## config.mk

```make
export PLATFORM = sky130hd
export DESIGN_NAME = alu_rs
export DESIGN_NICKNAME = d
export VERILOG_FILES = /design/src/rtl/alu_rs.sv
export SDC_FILE = /design/constraint.sdc
export NUM_CORES = 2
export LEC_CHECK = 0
export ABC_AREA = 1
export BUFFER_PORTS_ARGS = -buffer_cell sky130_fd_sc_hd__buf_2
export CORE_MARGIN = 1
export CORE_UTILIZATION = 67
export CTS_BUF_LIST = sky130_fd_sc_hd__clkbuf_4 sky130_fd_sc_hd__clkbuf_8 sky130_fd_sc_hd__clkbuf_16
export DETAILED_ROUTE_END_ITERATION = 7
export GPL_ROUTABILITY_DRIVEN = 0
export GPL_TIMING_DRIVEN = 1
export PLACE_DENSITY = 0.86
export SETUP_SLACK_MARGIN = 0.2
export SKIP_LAST_GASP = 1
export SLEW_MARGIN = 15
export SYNTH_ARGS = -nofsm -noshare
export SYNTH_HDL_FRONTEND = slang
export SYNTH_SLANG_ARGS = --single-unit
```

## constraint.sdc

```tcl
create_clock -name clk -period 40.7 [get_ports clk]
set_clock_uncertainty 0.05 [all_clocks]
set_input_delay 0 -clock clk [delete_from_list [all_inputs] [get_ports clk]]
set_output_delay 0 -clock clk [all_outputs]
set_load 0.01 [all_outputs]
```

## src/rtl/alu_rs.sv

```systemverilog
// ---------------------------------------------------------------------------
// alu_rs -- integer ALU reservation station.
//
// Holds dispatched ALU instructions until both source operands are present.
// It snoops the CDB to resolve outstanding source tags and issues at most one
// ready instruction per cycle to the ALU. A slot stays allocated after issue
// until the CDB stage returns a finish pulse that names the slot.
//
// Ports
//   clk, rst                 clock (rising edge), async active-high reset
//   flush                    mispredict flush, discards every entry
//   disp_*                   dispatch request: opcode, two sources, dest tag
//   rs_full                  all slots busy; dispatch is ignored while high
//   cdb_valid/tag/data       common data bus broadcast
//   alu_issue_valid          one-cycle issue pulse
//   alu_op/a/b/dest_tag      issued instruction (held while idle)
//   alu_rs_num               slot index of the issued entry
//   alu_finish/_num          release of a slot by the CDB stage
// ---------------------------------------------------------------------------
module alu_rs #(
   parameter int ENTRIES = 8,
   parameter int RS_W    = 3,
   parameter int TAG_W   = 4,
   parameter int DATA_W  = 32,
   parameter int OP_W    = 5,
   parameter logic [TAG_W-1:0] TAG_FREE = {TAG_W{1'b0}}
) (
   input  logic              clk,
   input  logic              rst,
   input  logic              flush,
   input  logic              disp_valid,
   input  logic [OP_W-1:0]   disp_op,
   input  logic [TAG_W-1:0]  disp_src1_tag,
   input  logic [DATA_W-1:0] disp_src1_data,
   input  logic [TAG_W-1:0]  disp_src2_tag,
   input  logic [DATA_W-1:0] disp_src2_data,
   input  logic [TAG_W-1:0]  disp_dest_tag,
   output logic              rs_full,
   input  logic              cdb_valid,
   input  logic [TAG_W-1:0]  cdb_tag,
   input  logic [DATA_W-1:0] cdb_data,
   output logic              alu_issue_valid,
   output logic [OP_W-1:0]   alu_op,
   output logic [DATA_W-1:0] alu_a,
   output logic [DATA_W-1:0] alu_b,
   output logic [TAG_W-1:0]  alu_dest_tag,
   output logic [RS_W-1:0]   alu_rs_num,
   input  logic              alu_finish,
   input  logic [RS_W-1:0]   alu_finish_num
);

   // Slot state
   logic [ENTRIES-1:0] busy_q, busy_d;
   logic [ENTRIES-1:0] issued_q, issued_d;
   logic [OP_W-1:0]    op_q    [ENTRIES];
   logic [OP_W-1:0]    op_d    [ENTRIES];
   logic [TAG_W-1:0]   tag1_q  [ENTRIES];
   logic [TAG_W-1:0]   tag1_d  [ENTRIES];
   logic [DATA_W-1:0]  data1_q [ENTRIES];
   logic [DATA_W-1:0]  data1_d [ENTRIES];
   logic [TAG_W-1:0]   tag2_q  [ENTRIES];
   logic [TAG_W-1:0]   tag2_d  [ENTRIES];
   logic [DATA_W-1:0]  data2_q [ENTRIES];
   logic [DATA_W-1:0]  data2_d [ENTRIES];
   logic [TAG_W-1:0]   dest_q  [ENTRIES];
   logic [TAG_W-1:0]   dest_d  [ENTRIES];

   // Issue output registers
   logic              issue_valid_q, issue_valid_d;
   logic [OP_W-1:0]   out_op_q, out_op_d;
   logic [DATA_W-1:0] out_a_q, out_a_d;
   logic [DATA_W-1:0] out_b_q, out_b_d;
   logic [TAG_W-1:0]  out_dest_q, out_dest_d;
   logic [RS_W-1:0]   out_num_q, out_num_d;

   // Combinational helpers
   logic               rs_full_s;
   logic               alloc_en_s;
   logic [RS_W-1:0]    alloc_idx_s;
   logic [ENTRIES-1:0] ready_s;
   logic               sel_found_s;
   logic [RS_W-1:0]    sel_idx_s;
   logic [TAG_W-1:0]   src1_tag_s, src2_tag_s;
   logic [DATA_W-1:0]  src1_data_s, src2_data_s;

   assign rs_full_s  = &busy_q;
   assign alloc_en_s = disp_valid & ~rs_full_s & ~flush;

   assign rs_full         = rs_full_s;
   assign alu_issue_valid = issue_valid_q;
   assign alu_op          = out_op_q;
   assign alu_a           = out_a_q;
   assign alu_b           = out_b_q;
   assign alu_dest_tag    = out_dest_q;
   assign alu_rs_num      = out_num_q;

   // Lowest free slot; scanning downward leaves the lowest index last.
   always_comb begin
      alloc_idx_s = {RS_W{1'b0}};
      for (int i = ENTRIES - 1; i >= 0; i--) begin
         if (!busy_q[i]) begin
            alloc_idx_s = RS_W'(i);
         end else begin
            alloc_idx_s = alloc_idx_s;
         end
      end
   end

   // Ready vector and lowest-index select, from registered state only.
   always_comb begin
      ready_s   = {ENTRIES{1'b0}};
      sel_idx_s = {RS_W{1'b0}};
      for (int i = 0; i < ENTRIES; i++) begin
         ready_s[i] = busy_q[i] & ~issued_q[i] &
                      (tag1_q[i] == TAG_FREE) & (tag2_q[i] == TAG_FREE);
      end
      for (int i = ENTRIES - 1; i >= 0; i--) begin
         if (ready_s[i]) begin
            sel_idx_s = RS_W'(i);
         end else begin
            sel_idx_s = sel_idx_s;
         end
      end
      sel_found_s = |ready_s;
   end

   // Dispatch bypass: a source produced by this cycle's broadcast is captured now.
   always_comb begin
      if (cdb_valid && (disp_src1_tag != TAG_FREE) && (disp_src1_tag == cdb_tag)) begin
         src1_tag_s  = TAG_FREE;
         src1_data_s = cdb_data;
      end else begin
         src1_tag_s  = disp_src1_tag;
         src1_data_s = disp_src1_data;
      end
      if (cdb_valid && (disp_src2_tag != TAG_FREE) && (disp_src2_tag == cdb_tag)) begin
         src2_tag_s  = TAG_FREE;
         src2_data_s = cdb_data;
      end else begin
         src2_tag_s  = disp_src2_tag;
         src2_data_s = disp_src2_data;
      end
   end

   // Slot next state: wakeup, issue mark, release, allocation, then flush on top.
   always_comb begin
      busy_d   = busy_q;
      issued_d = issued_q;
      op_d     = op_q;
      tag1_d   = tag1_q;
      data1_d  = data1_q;
      tag2_d   = tag2_q;
      data2_d  = data2_q;
      dest_d   = dest_q;

      for (int i = 0; i < ENTRIES; i++) begin
         if (cdb_valid && busy_q[i] && (tag1_q[i] != TAG_FREE) && (tag1_q[i] == cdb_tag)) begin
            tag1_d[i]  = TAG_FREE;
            data1_d[i] = cdb_data;
         end else begin
            tag1_d[i]  = tag1_q[i];
            data1_d[i] = data1_q[i];
         end
         if (cdb_valid && busy_q[i] && (tag2_q[i] != TAG_FREE) && (tag2_q[i] == cdb_tag)) begin
            tag2_d[i]  = TAG_FREE;
            data2_d[i] = cdb_data;
         end else begin
            tag2_d[i]  = tag2_q[i];
            data2_d[i] = data2_q[i];
         end
      end

      if (sel_found_s) begin
         issued_d[sel_idx_s] = 1'b1;
      end else begin
         issued_d = issued_d;
      end

      // A finish naming a free slot is stale (e.g. from a flushed entry).
      if (alu_finish && busy_q[alu_finish_num]) begin
         busy_d[alu_finish_num]   = 1'b0;
         issued_d[alu_finish_num] = 1'b0;
      end else begin
         busy_d = busy_d;
      end

      if (alloc_en_s) begin
         busy_d[alloc_idx_s]   = 1'b1;
         issued_d[alloc_idx_s] = 1'b0;
         op_d[alloc_idx_s]     = disp_op;
         tag1_d[alloc_idx_s]   = src1_tag_s;
         data1_d[alloc_idx_s]  = src1_data_s;
         tag2_d[alloc_idx_s]   = src2_tag_s;
         data2_d[alloc_idx_s]  = src2_data_s;
         dest_d[alloc_idx_s]   = disp_dest_tag;
      end else begin
         busy_d = busy_d;
      end

      if (flush) begin
         busy_d   = {ENTRIES{1'b0}};
         issued_d = {ENTRIES{1'b0}};
      end else begin
         busy_d = busy_d;
      end
   end

   // Issue output next state; data outputs hold when nothing issues.
   always_comb begin
      issue_valid_d = sel_found_s & ~flush;
      if (sel_found_s && !flush) begin
         out_op_d   = op_q[sel_idx_s];
         out_a_d    = data1_q[sel_idx_s];
         out_b_d    = data2_q[sel_idx_s];
         out_dest_d = dest_q[sel_idx_s];
         out_num_d  = sel_idx_s;
      end else begin
         out_op_d   = out_op_q;
         out_a_d    = out_a_q;
         out_b_d    = out_b_q;
         out_dest_d = out_dest_q;
         out_num_d  = out_num_q;
      end
   end

   // Slot state registers.
   always_ff @(posedge clk or posedge rst) begin
      if (rst) begin
         busy_q   <= {ENTRIES{1'b0}};
         issued_q <= {ENTRIES{1'b0}};
         for (int i = 0; i < ENTRIES; i++) begin
            op_q[i]    <= {OP_W{1'b0}};
            tag1_q[i]  <= TAG_FREE;
            data1_q[i] <= {DATA_W{1'b0}};
            tag2_q[i]  <= TAG_FREE;
            data2_q[i] <= {DATA_W{1'b0}};
            dest_q[i]  <= TAG_FREE;
         end
      end else begin
         busy_q   <= busy_d;
         issued_q <= issued_d;
         for (int i = 0; i < ENTRIES; i++) begin
            op_q[i]    <= op_d[i];
            tag1_q[i]  <= tag1_d[i];
            data1_q[i] <= data1_d[i];
            tag2_q[i]  <= tag2_d[i];
            data2_q[i] <= data2_d[i];
            dest_q[i]  <= dest_d[i];
         end
      end
   end

   // Issue output registers.
   always_ff @(posedge clk or posedge rst) begin
      if (rst) begin
         issue_valid_q <= 1'b0;
         out_op_q      <= {OP_W{1'b0}};
         out_a_q       <= {DATA_W{1'b0}};
         out_b_q       <= {DATA_W{1'b0}};
         out_dest_q    <= TAG_FREE;
         out_num_q     <= {RS_W{1'b0}};
      end else begin
         issue_valid_q <= issue_valid_d;
         out_op_q      <= out_op_d;
         out_a_q       <= out_a_d;
         out_b_q       <= out_b_d;
         out_dest_q    <= out_dest_d;
         out_num_q     <= out_num_d;
      end
   end

endmodule

```

==> reports/results.ini <==
[run_status]
status = complete, but fails checks
violations = design-rule violations, negative hold slack

[routing]
drc = 2
wl_mm = 160.4
drt_iter0_drc = 7736
dr_total_vias = 43307
drt_pre_antenna_iters = 8
vias_per_cell = 6.843
wl_per_cell_um = 25.34
antenna_left = 0

[global_routing]
grt_pass1_vias = 42236
grt_pass1_wl_mm = 242.5
grt_antenna_before_repair = 4
grt_usage = 0.5139
overflow = 0
grt_start_max_net_pins = 149

[floorplan]
die_h_um = 249.0
initial_core_util = 0.6771
coreArea_um2 = 60360
die_area_um2 = 61990
die_w_um = 249.0
ios = 204
rows = 90

[clock_network]
clockRootBuffer = clkbuf_16
cts_buffers = 79
clkTransAtPathRegs_ns = 0.06
clk_latency_ns = 0.66
cts.sinks = 741
cts-htree-levels = 3
cts_buffer_depth = 3
cts_setup_buffers = 0
cts_tree = done

[yosys]
synth_seq_area_share = 0.4537
synth_edf_count = 0
syn-cell-area_um2 = 40870
synth_cell_type_count = 50
synthFlopType = dfrtp_1
netlist_instances = 5431
synth_largest_area_cell = dfrtp_1
yosys.cell_count.top_type = nand2_1
synthMuxAreaShare = 0
synth_nets = 5557
synth_top_family_by_area = simple AND/OR/NAND/NOR gates
async_reset_ff_frac = 1.000
ys_ff_latch = 741
ys_top_cells_by_area = dfrtp_1 (45%), nand2_1 (9.4%), nand3_1 (8.6%), o21ai_0 (6.6%), inv_1 (4.8%)
yosysTopAreaCellShare = 0.4537
synth_compound_area_frac = 0.1736
syn_avg_cell_area_um2 = 7.525
yosysWarnings = 0
synth_xor_area_frac = 0.003214
synth_commonest_cells = nand2_1 (1,024), dfrtp_1 (741), nand3_1 (701), o21ai_0 (539), inv_1 (528)
yosys.area_share.simple = 0.2628
synth_fa_ha_area_frac = 0

[flow_run]
drv_cap = 0

[layout]
drive_gt1_frac = 0.09434
final_util = 0.7576
finalNetCount = 5611
synthToLayoutAreaGrowth_pct = 11.88

[sta]
maxSlewHeadroom = 0.1210
finalMaxSlewViolations = 0
hold_viol_final = 2
grt_setup_unrepaired = no
finalSetupViolations = 0
min_period_ns = 4.873
setup-tns-final_ns = 0
hold_ws_ns = -0.008794
fin_crit_sh = 0.1197
finalWorstSetupSlack_ns = 35.83
clock.fmax_ghz = 0.2052
worst_slew_pin_slew_ns = 1.310

[hold_path]
worstHoldPathType = input pin to async pin

[power_and_ir_drop]
power_density_nw_per_um2 = 45.74
p_leak_nw = 22.26
irDropWorstVdd_v = 0.00003998

[place]
dp_hpwl_mm = 85.27
io_buffer_count = 203
place_ws_ns = 36.12

[setup_path]
cp-start-kind = register
cp.required_ns = 41.23
crit_type = register to register
path_max_fanout = 118
r2r.worst_path.cells = 12
crit_end = alu_b[17]$_DFFE_PP0P_
r2r-start = tag2_q[31]$_DFF_PP0_
worstReg2RegEnd = alu_b[17]$_DFFE_PP0P_
cp.arrival_ns = 5.40
rrSetupSlack_ns = 35.83
crit_start = tag2_q[31]$_DFF_PP0_
cp-end-kind = register

-- how the worst min path moves through the flow --
stage                     depth (start not counted)          startpoint                    end
after floorplan                                   1               flush    busy_q[0]$_DFF_PP0_
after global placement                            3          disp_op[4]   op_q[34]$_DFFE_PP0P_
after detailed placement                          3          disp_op[4]   op_q[34]$_DFFE_PP0P_
after CTS                                         5  disp_src2_data[28]  data2_q[28]$_DFF_PP0_
after global routing                              5   disp_src1_data[6]  data1_q[38]$_DFF_PP0_
final                                             3                 rst   alu_b[6]$_DFFE_PP0P_
-- routing by layer --
metal  vias up  wire, um  global-route usage
met5         -        13            0.002317
met4         2     14320              0.3831
met3      1200     29320              0.2207
met2      4078     65410              0.7306
met1     19811     51300              0.6206
li1      18216         -                   -
-- critical path, stage by stage, from the launching register on --
cell and delay, ns:
dfrtp_1 0.41, nor2_1 0.14, nand3_1 0.11, nor2_1 0.34, inv_1 0.20, nand2_8 0.71
nand2_8 0.63, inv_4 0.81, buf_4 0.78, nand3_1 0.16, nand3_1 0.13, nor2_1 0.06
nor2_1 0.11
-- where the power goes --
group	internal (mW)	switching, mW	leakage [nW]
clock network	0.450	0.318	1.37
registers	0.850	0.0788	8.99
logic	0.154	0.241	11.9
total	1.45	0.638	22.3
-- kinds of logic (layout without fill, tap and decap cells) --
logic type / Yosys count / count (layout)
AND/OR/NAND/NOR: 2440 / 2440
AO/OA/AOI/OAI: 1189 / 1189
buffers and inverters: 1046 / 1159
flip-flops: 741 / 741
XOR/XNOR: 15 / 15
other: 0 / 3
-- flip-flops by register name, summed over array words and instances, names as in the netlist --
register,cells
alu_b,32
busy_q,8
alu_dest_tag,4
op_q,40
alu_issue_valid,1
alu_rs_num,3
tag1_q,32
issued_q,8
alu_op,5
alu_a,32
data2_q,256
data1_q,256
dest_q,32
tag2_q,32
-- cell type report --
| class | count | area (um^2) |
|---|---|---|
| clock inverters | 20 | 225.2 |
| well taps | 782 | 978.4 |
| multi-input cells | 3644 | 18140 |
| flip-flops and latches | 741 | 18540 |
| fillers | 4464 | 14630 |
| repair buffers | 422 | 3065 |
| clock buffers | 120 | 2505 |
| inverters | 597 | 2262 |
| diodes | 3 | 7.507 |
-- placed cells by master, fill, tap and decap left out, drive strengths merged --
cell	count
a21oi	63
a31oi	121
nor3	14
o311ai	1
a2111oi	2
nand4	54
clkbuf	120
nor4	11
o22ai	141
inv	573
nand2	1029
diode	3
clkinv	39
dlygate4sd3	152
and3	1
a31o	1
o22a	1
a32oi	1
nand3	701
or2	2
bufinv	4
o211ai	14
a22oi	232
nor3b	3
clkinvlp	1
o21ai	591
nand3b	106
buf	270
a211oi	5
nor2	519
xor2	15
o21a	2
a22o	5
dfrtp	741
a221oi	9
-- repair_timing --
action	in CTS	in global routing
setup endpoints to repair	0	0
resized for setup	0	0
endpoints found under the hold margin	769	0
hold buffers	152	0
-- through the flow --
step                      power (mW)  std cells  area (um^2)  hold WS, ns
final                          2.091       6329        45730    -0.008794
after global routing           2.159       6327        45720      0.08937
after CTS                      2.058       6326        45720     0.006698
after detailed placement       1.295       6034        41470       0.1801
after global placement         1.280       6034        41470       0.1712
after floorplan                1.158       5431        40870      0.01314
(Power assumes the default switching activity.)
